<file path="src/rtl/wb_port_arbiter.sv">
// Writeback port arbiter: shares the single register-file write port between
// the ALU result path and the load-return path. Uncontested requests are
// granted immediately; contested cycles alternate round-robin. The granted
// request is presented to the register file one cycle later.
module wb_port_arbiter #(
    parameter int unsigned DATA_W = 64,
    parameter int unsigned CNT_W  = 16
) (
    input  logic              clk,
    input  logic              reset,

    input  logic              alu_valid,
    input  logic [4:0]        alu_rd,
    input  logic [DATA_W-1:0] alu_data,
    output logic              alu_ready,

    input  logic              mem_valid,
    input  logic [4:0]        mem_rd,
    input  logic [DATA_W-1:0] mem_data,
    output logic              mem_ready,

    output logic              RegWrite,
    output logic [4:0]        WriteReg,
    output logic [DATA_W-1:0] WriteData,
    output logic [CNT_W-1:0]  conflict_cnt
);

    localparam int unsigned   RD_W    = 5;
    localparam logic [RD_W-1:0]  XZR     = 5'd31;
    localparam logic [CNT_W-1:0] CNT_MAX = '1;

    // Which requester won the most recent contested cycle.
    typedef enum logic {
        LG_ALU = 1'b0,
        LG_MEM = 1'b1
    } grant_t;

    grant_t            last_grant;
    logic              contested;
    logic              grant_alu;
    logic              grant_mem;
    logic              grant_any;
    logic              grant_writes;
    logic [RD_W-1:0]   grant_rd;
    logic [DATA_W-1:0] grant_data;

    // Grant selection: single requester wins outright, contested cycles go
    // to the side that did not win the previous contested cycle.
    always_comb begin
        contested    = alu_valid & mem_valid;
        grant_alu    = 1'b0;
        grant_mem    = 1'b0;
        if (!reset) begin
            if (contested) begin
                grant_alu = (last_grant == LG_MEM);
                grant_mem = (last_grant == LG_ALU);
            end else begin
                grant_alu = alu_valid;
                grant_mem = mem_valid;
            end
        end
        grant_any    = grant_alu | grant_mem;
        grant_rd     = grant_mem ? mem_rd   : alu_rd;
        grant_data   = grant_mem ? mem_data : alu_data;
        // Writes to XZR complete the handshake but never reach the file.
        grant_writes = grant_any & (grant_rd != XZR);
    end

    assign alu_ready = grant_alu;
    assign mem_ready = grant_mem;

    // Register-file write stage: one pulse per real grant, address/data held
    // between writes.
    always_ff @(posedge clk or posedge reset) begin
        if (reset) begin
            RegWrite  <= 1'b0;
            WriteReg  <= '0;
            WriteData <= '0;
        end else begin
            RegWrite <= grant_writes;
            if (grant_writes) begin
                WriteReg  <= grant_rd;
                WriteData <= grant_data;
            end
        end
    end

    // Round-robin pointer only moves on contested grants.
    always_ff @(posedge clk or posedge reset) begin
        if (reset) begin
            last_grant <= LG_MEM;
        end else if (contested) begin
            last_grant <= grant_alu ? LG_ALU : LG_MEM;
        end
    end

    // Saturating count of cycles with both requesters valid.
    always_ff @(posedge clk or posedge reset) begin
        if (reset) begin
            conflict_cnt <= '0;
        end else if (contested && (conflict_cnt != CNT_MAX)) begin
            conflict_cnt <= conflict_cnt + CNT_W'(1);
        end
    end

endmodule

</file>
<file path="config.mk">
export PLATFORM = sky130hd
export DESIGN_NAME = wb_port_arbiter
export DESIGN_NICKNAME = d
export VERILOG_FILES = /design/src/rtl/wb_port_arbiter.sv
export SDC_FILE = /design/constraint.sdc
export NUM_CORES = 1
export LEC_CHECK = 0
export BUFFER_PORTS_ARGS = -buffer_cell sky130_fd_sc_hd__buf_2
export CORE_MARGIN = 1
export CORE_UTILIZATION = 49
export CTS_CLUSTER_DIAMETER = 120
export CTS_CLUSTER_SIZE = 16
export DETAILED_ROUTE_END_ITERATION = 10
export GPL_ROUTABILITY_DRIVEN = 1
export GPL_TIMING_DRIVEN = 0
export PLACE_DENSITY = 0.86
export SLEW_MARGIN = 20
export SYNTH_ARGS = -nofsm -noshare
export SYNTH_HDL_FRONTEND = slang
export SYNTH_SLANG_ARGS = --single-unit
export TNS_END_PERCENT = 1
</file>
<file path="constraint.sdc">
create_clock -name clk -period 8.7 [get_ports clk]
set_input_delay 0.87 -clock clk [delete_from_list [all_inputs] [get_ports clk]]
set_output_delay 0.87 -clock clk [all_outputs]
set_load 0.005 [all_outputs]
</file>
== After elaboration in Yosys (flattened, before gate mapping) ==
Cells that the tools add are included.
Operators by class
  reductions and logical operators: 1
  muxes and demuxes: 7
  add/subtract/negate cells: 1
  bitwise operators: 4
  eq/ne operators: 2
Operators with widths (count)
  two-way mux 64 bit: 1
  adder 16 x 1 -> 16 bit, second input constant: 1
  != test 16 bit, second input constant: 1
  two-way mux 1 bit: 5
  two-way mux 5 bit: 1
  != test 5 bit, second input constant: 1
  bitwise AND 1 bit: 2
  logical AND 1 bit: 1
  NOT 1 bit: 1
  OR 1 bit: 1
Word-level totals
  input port bits: 142
  bits in registers: 87
  output and inout bits: 88
  word-level logic and storage cells: 20

== Logic depth before layout (Yosys ltp) ==
  depth after elaboration: 6
  gate-level depth with buffers: 7
  depth with buffers taken out: 5

== Least setup slack after synthesis ==
No wires, ideal clock.
  path type: in2reg
  start point: input reset
  end point: register WriteData[10]
  arrival time: 4.445 ns
  library setup time: 0.127 ns
  cell stages on the path: 6
  required time: 8.573 ns
  slack: 4.127 ns
  path buffers: 2
  path through: inv_1 -> o21ai_0 -> a311oi_4 -> buf_6 -> buf_6 -> mux2_1
On the way
  longest elaborated chain between the ends: 4
  elaborated cells on any way between the ends: 7
  those cells by class: 1 x eq/ne; 4 x mux; 2 x bitwise
Ends and longest elaborated chain
  from (decl): line 10  | input logic reset,
  two-way mux 1 bit: line 53  | if (!reset) begin
  two-way mux 5 bit: line 63  | grant_rd = grant_mem ? mem_rd : alu_rd;
  != test 5 bit: line 66  | grant_writes = grant_any & (grant_rd != XZR);
  bitwise AND 1 bit: line 66
  to (signal assigned): line 83  | WriteData <= grant_data;
  to (decl): line 24  | output logic [DATA_W-1:0] WriteData,
Parallel ways exist; a longest one is shown, timed or not.
A chain may end at the register's enable or synchronous reset.

== Worst setup path after layout ==
  start point: input reset
  end point: output alu_ready
On the way
  longest elaborated chain between the ends: 1
Ends and longest elaborated chain
  two-way mux 1 bit: line 53
  to (decl): line 15  | output logic alu_ready,
Every way passes these cells.

==> flow_summary.json <==
{
  "rows": 34,
  "yosys-top-cells-area": "dfrtp_1, mux2_2, mux2_1, xor2_1, a21oi_1",
  "synth_cell_types": 37,
  "post_cts_resized": 0,
  "hold_path_startpoint": "WriteData[4]",
  "place_congestion": 0.8781,
  "clk_pin_slew_ns": 0.09,
  "max_freq_mhz": 317.3,
  "synth-edff-count": 0,
  "yosysSeqAreaShare_pct": 49.89,
  "setup_viol": 0,
  "worst_setup_path_end_kind": "output port",
  "syn_avg_cell_area_um2": 13.27,
  "dp_hpwl_um": 8760,
  "diodes": 0,
  "synth_commonest_cells": "mux2_2, dfrtp_1, mux2_1",
  "period_share_pct": 36.22,
  "final_antenna_net_count": 0,
  "critical_path.startpoint": "reset",
  "clkLatencyLatePin_ns": 0.34,
  "wl_met2_um": 5951,
  "maxCapViolations": 0,
  "cts_sinks": 87,
  "drt_wl_total_um": 11250,
  "root_buffer": "clkbuf_8",
  "fin_crit_ns": 3.151,
  "initialDrtViolationCount": 66,
  "status": "finished, final reports clean",
  "initial_core_util_pct": 50.32,
  "drv_slew": 0,
  "top_layer": "met4",
  "areaGrowthSynthToFinish_pct": 33.90,
  "synth_warnings": 0,
  "timing.rr.start": "last_grant",
  "cts_tree": "built",
  "ys_ff_latch": 87,
  "wl_per_cell_um": 16.48,
  "grt.total_usage_pct": 24.28,
  "peakVddDrop_uv": 108.6,
  "hold_class": "flip-flop to flip-flop",
  "powerDensity_mw_per_mm2": 176.7,
  "drc_errors": 0,
  "synth.top_cell.area_share_pct": 49.28,
  "dr_wl_met3_um": 742,
  "cp.required_ns": 7.83,
  "cts_setup_buffers": 0,
  "finClkSkew_ns": 0.009534,
  "p_leak_nw": 2.927,
  "first_pass_iters": 6,
  "synth_nets": 472,
  "async_reset_ff_share_pct": 100.0,
  "grt_pass1_wl_um": 16980,
  "start_kind": "primary input",
  "grt_max_degree": 57,
  "tns_ns": 0,
  "netlist_instances": 329,
  "final_core_util_pct": 67.37,
  "grt_pass1_vias": 3573,
  "die_x_um": 96.40,
  "syn_area_mm2": 0.004367,
  "dieHeight_um": 96.40,
  "path_class": "primary input to output port",
  "core-area_mm2": 0.008678,
  "worst_slew_pin_slew_ns": 0.6964,
  "slew_headroom_pct": 53.57,
  "drive_gt1_share_pct": 65.22,
  "critPathMaxFanout": 56,
  "via_per_inst": 5.231,
  "met1_length_um": 4268,
  "synth_ff_type": "dfrtp_1",
  "ios": 230,
  "port_buffers": 229,
  "cp.arrival_ns": 2.28,
  "die-area_mm2": 0.009293,
  "hold_buffers": 0,
  "numCtsBuffers": 9,
  "vias": 3573,
  "nets": 713,
  "finalHoldViolCount": 0,
  "rsz0062_at_grt": "false",
  "cts_buffer_depth": 2,
  "grt-ovfl-total": 0,
  "antenna_found_initial": 0,
  "synth_top_cell_by_area": "dfrtp_1",
  "synth_most_common_cell": "mux2_2",
  "htree_levels": 3
}
metrics by stage:
step                      instance area [um^2]  worst slack [ns]  hold slack, ns  cells  power [W]
after floorplan                           4367             4.127          0.4828    329  0.0006529
after global placement                    5648             2.867          0.4627    666  0.0007726
after detailed placement                  5670             5.304          0.4714    667  0.0007880
after CTS                                 5847             5.471          0.4926    683   0.001043
after global routing                      5847             5.280          0.5060    683   0.001093
final                                     5847             5.549          0.4874    683   0.001033
kinds of logic after synthesis:
family	Yosys count	synth area share (%)
multiplexers	134	34.44
flip-flops	87	49.89
XOR/XNOR	10	2.006
adder cells (fa/ha/maj)	1	0.2865
AND/OR/NAND/NOR	50	6.390
buffers and inverters	23	2.922
AO/OA/AOI/OAI	24	4.069
layer usage:
metal | GRT usage, % | vias to the layer above
met3 | 6.495 | 29
met1 | 26.52 | 1723
met5 | 0 | -
met2 | 43.44 | 145
met4 | 12.01 | 0
li1 | - | 1676
sequential cells by signal, indices dropped and copies added (netlist names):
name          cells
last_grant        1
conflict_cnt     16
WriteReg          5
RegWrite          1
WriteData        64
critical path, cell delays in order:
cell,delay [ns]
buf_2,0.14
inv_4,0.52
o21ai_0,0.43
nor2_1,0.19
buf_2,0.14
final timing paths:
path	to	slack, ns	cells after the start
max in group asynchronous	WriteData[60]	7.40	3
hold reg to reg	WriteData[4]	0.49	1
hold / removal	WriteData[4]	0.49	1
min in group asynchronous	conflict_cnt[0]	0.68	2
setup reg to reg	WriteData[14]	6.45	7
setup / recovery	alu_ready	5.55	5
layout by cell type (no fill, tap or decap), types with 4 or more instances in the layout:
cell type / n
mux2_1: 16
nor2_1: 9
nand3_1: 5
nand4_1: 7
clkbuf_8: 10
clkbuf_1: 8
nand2_1: 12
mux2_2: 114
xor2_1: 10
buf_2: 232
buf_4: 4
mux2i_1: 4
inv_1: 5
a21oi_1: 9
nor3_1: 4
dfrtp_1: 86
power breakdown:
part	total [W]	internal, W	switching (W)
sequential	0.000520	0.000472	0.0000471
combinational	0.000257	0.000150	0.000107
clock	0.000256	0.000113	0.000144
area by class of cell:
cell class | count | area, um^2
Multi-Input combinational cell | 219 | 2061
Clock inverter | 4 | 31.28
Buffer | 16 | 101.3
Fill cell | 653 | 2831
Clock buffer | 12 | 145.1
Inverter | 7 | 28.78
Tap cell | 108 | 135.1
Timing Repair Buffer | 230 | 1166
Sequential cell | 87 | 2178
(Power assumes the default switching activity.)
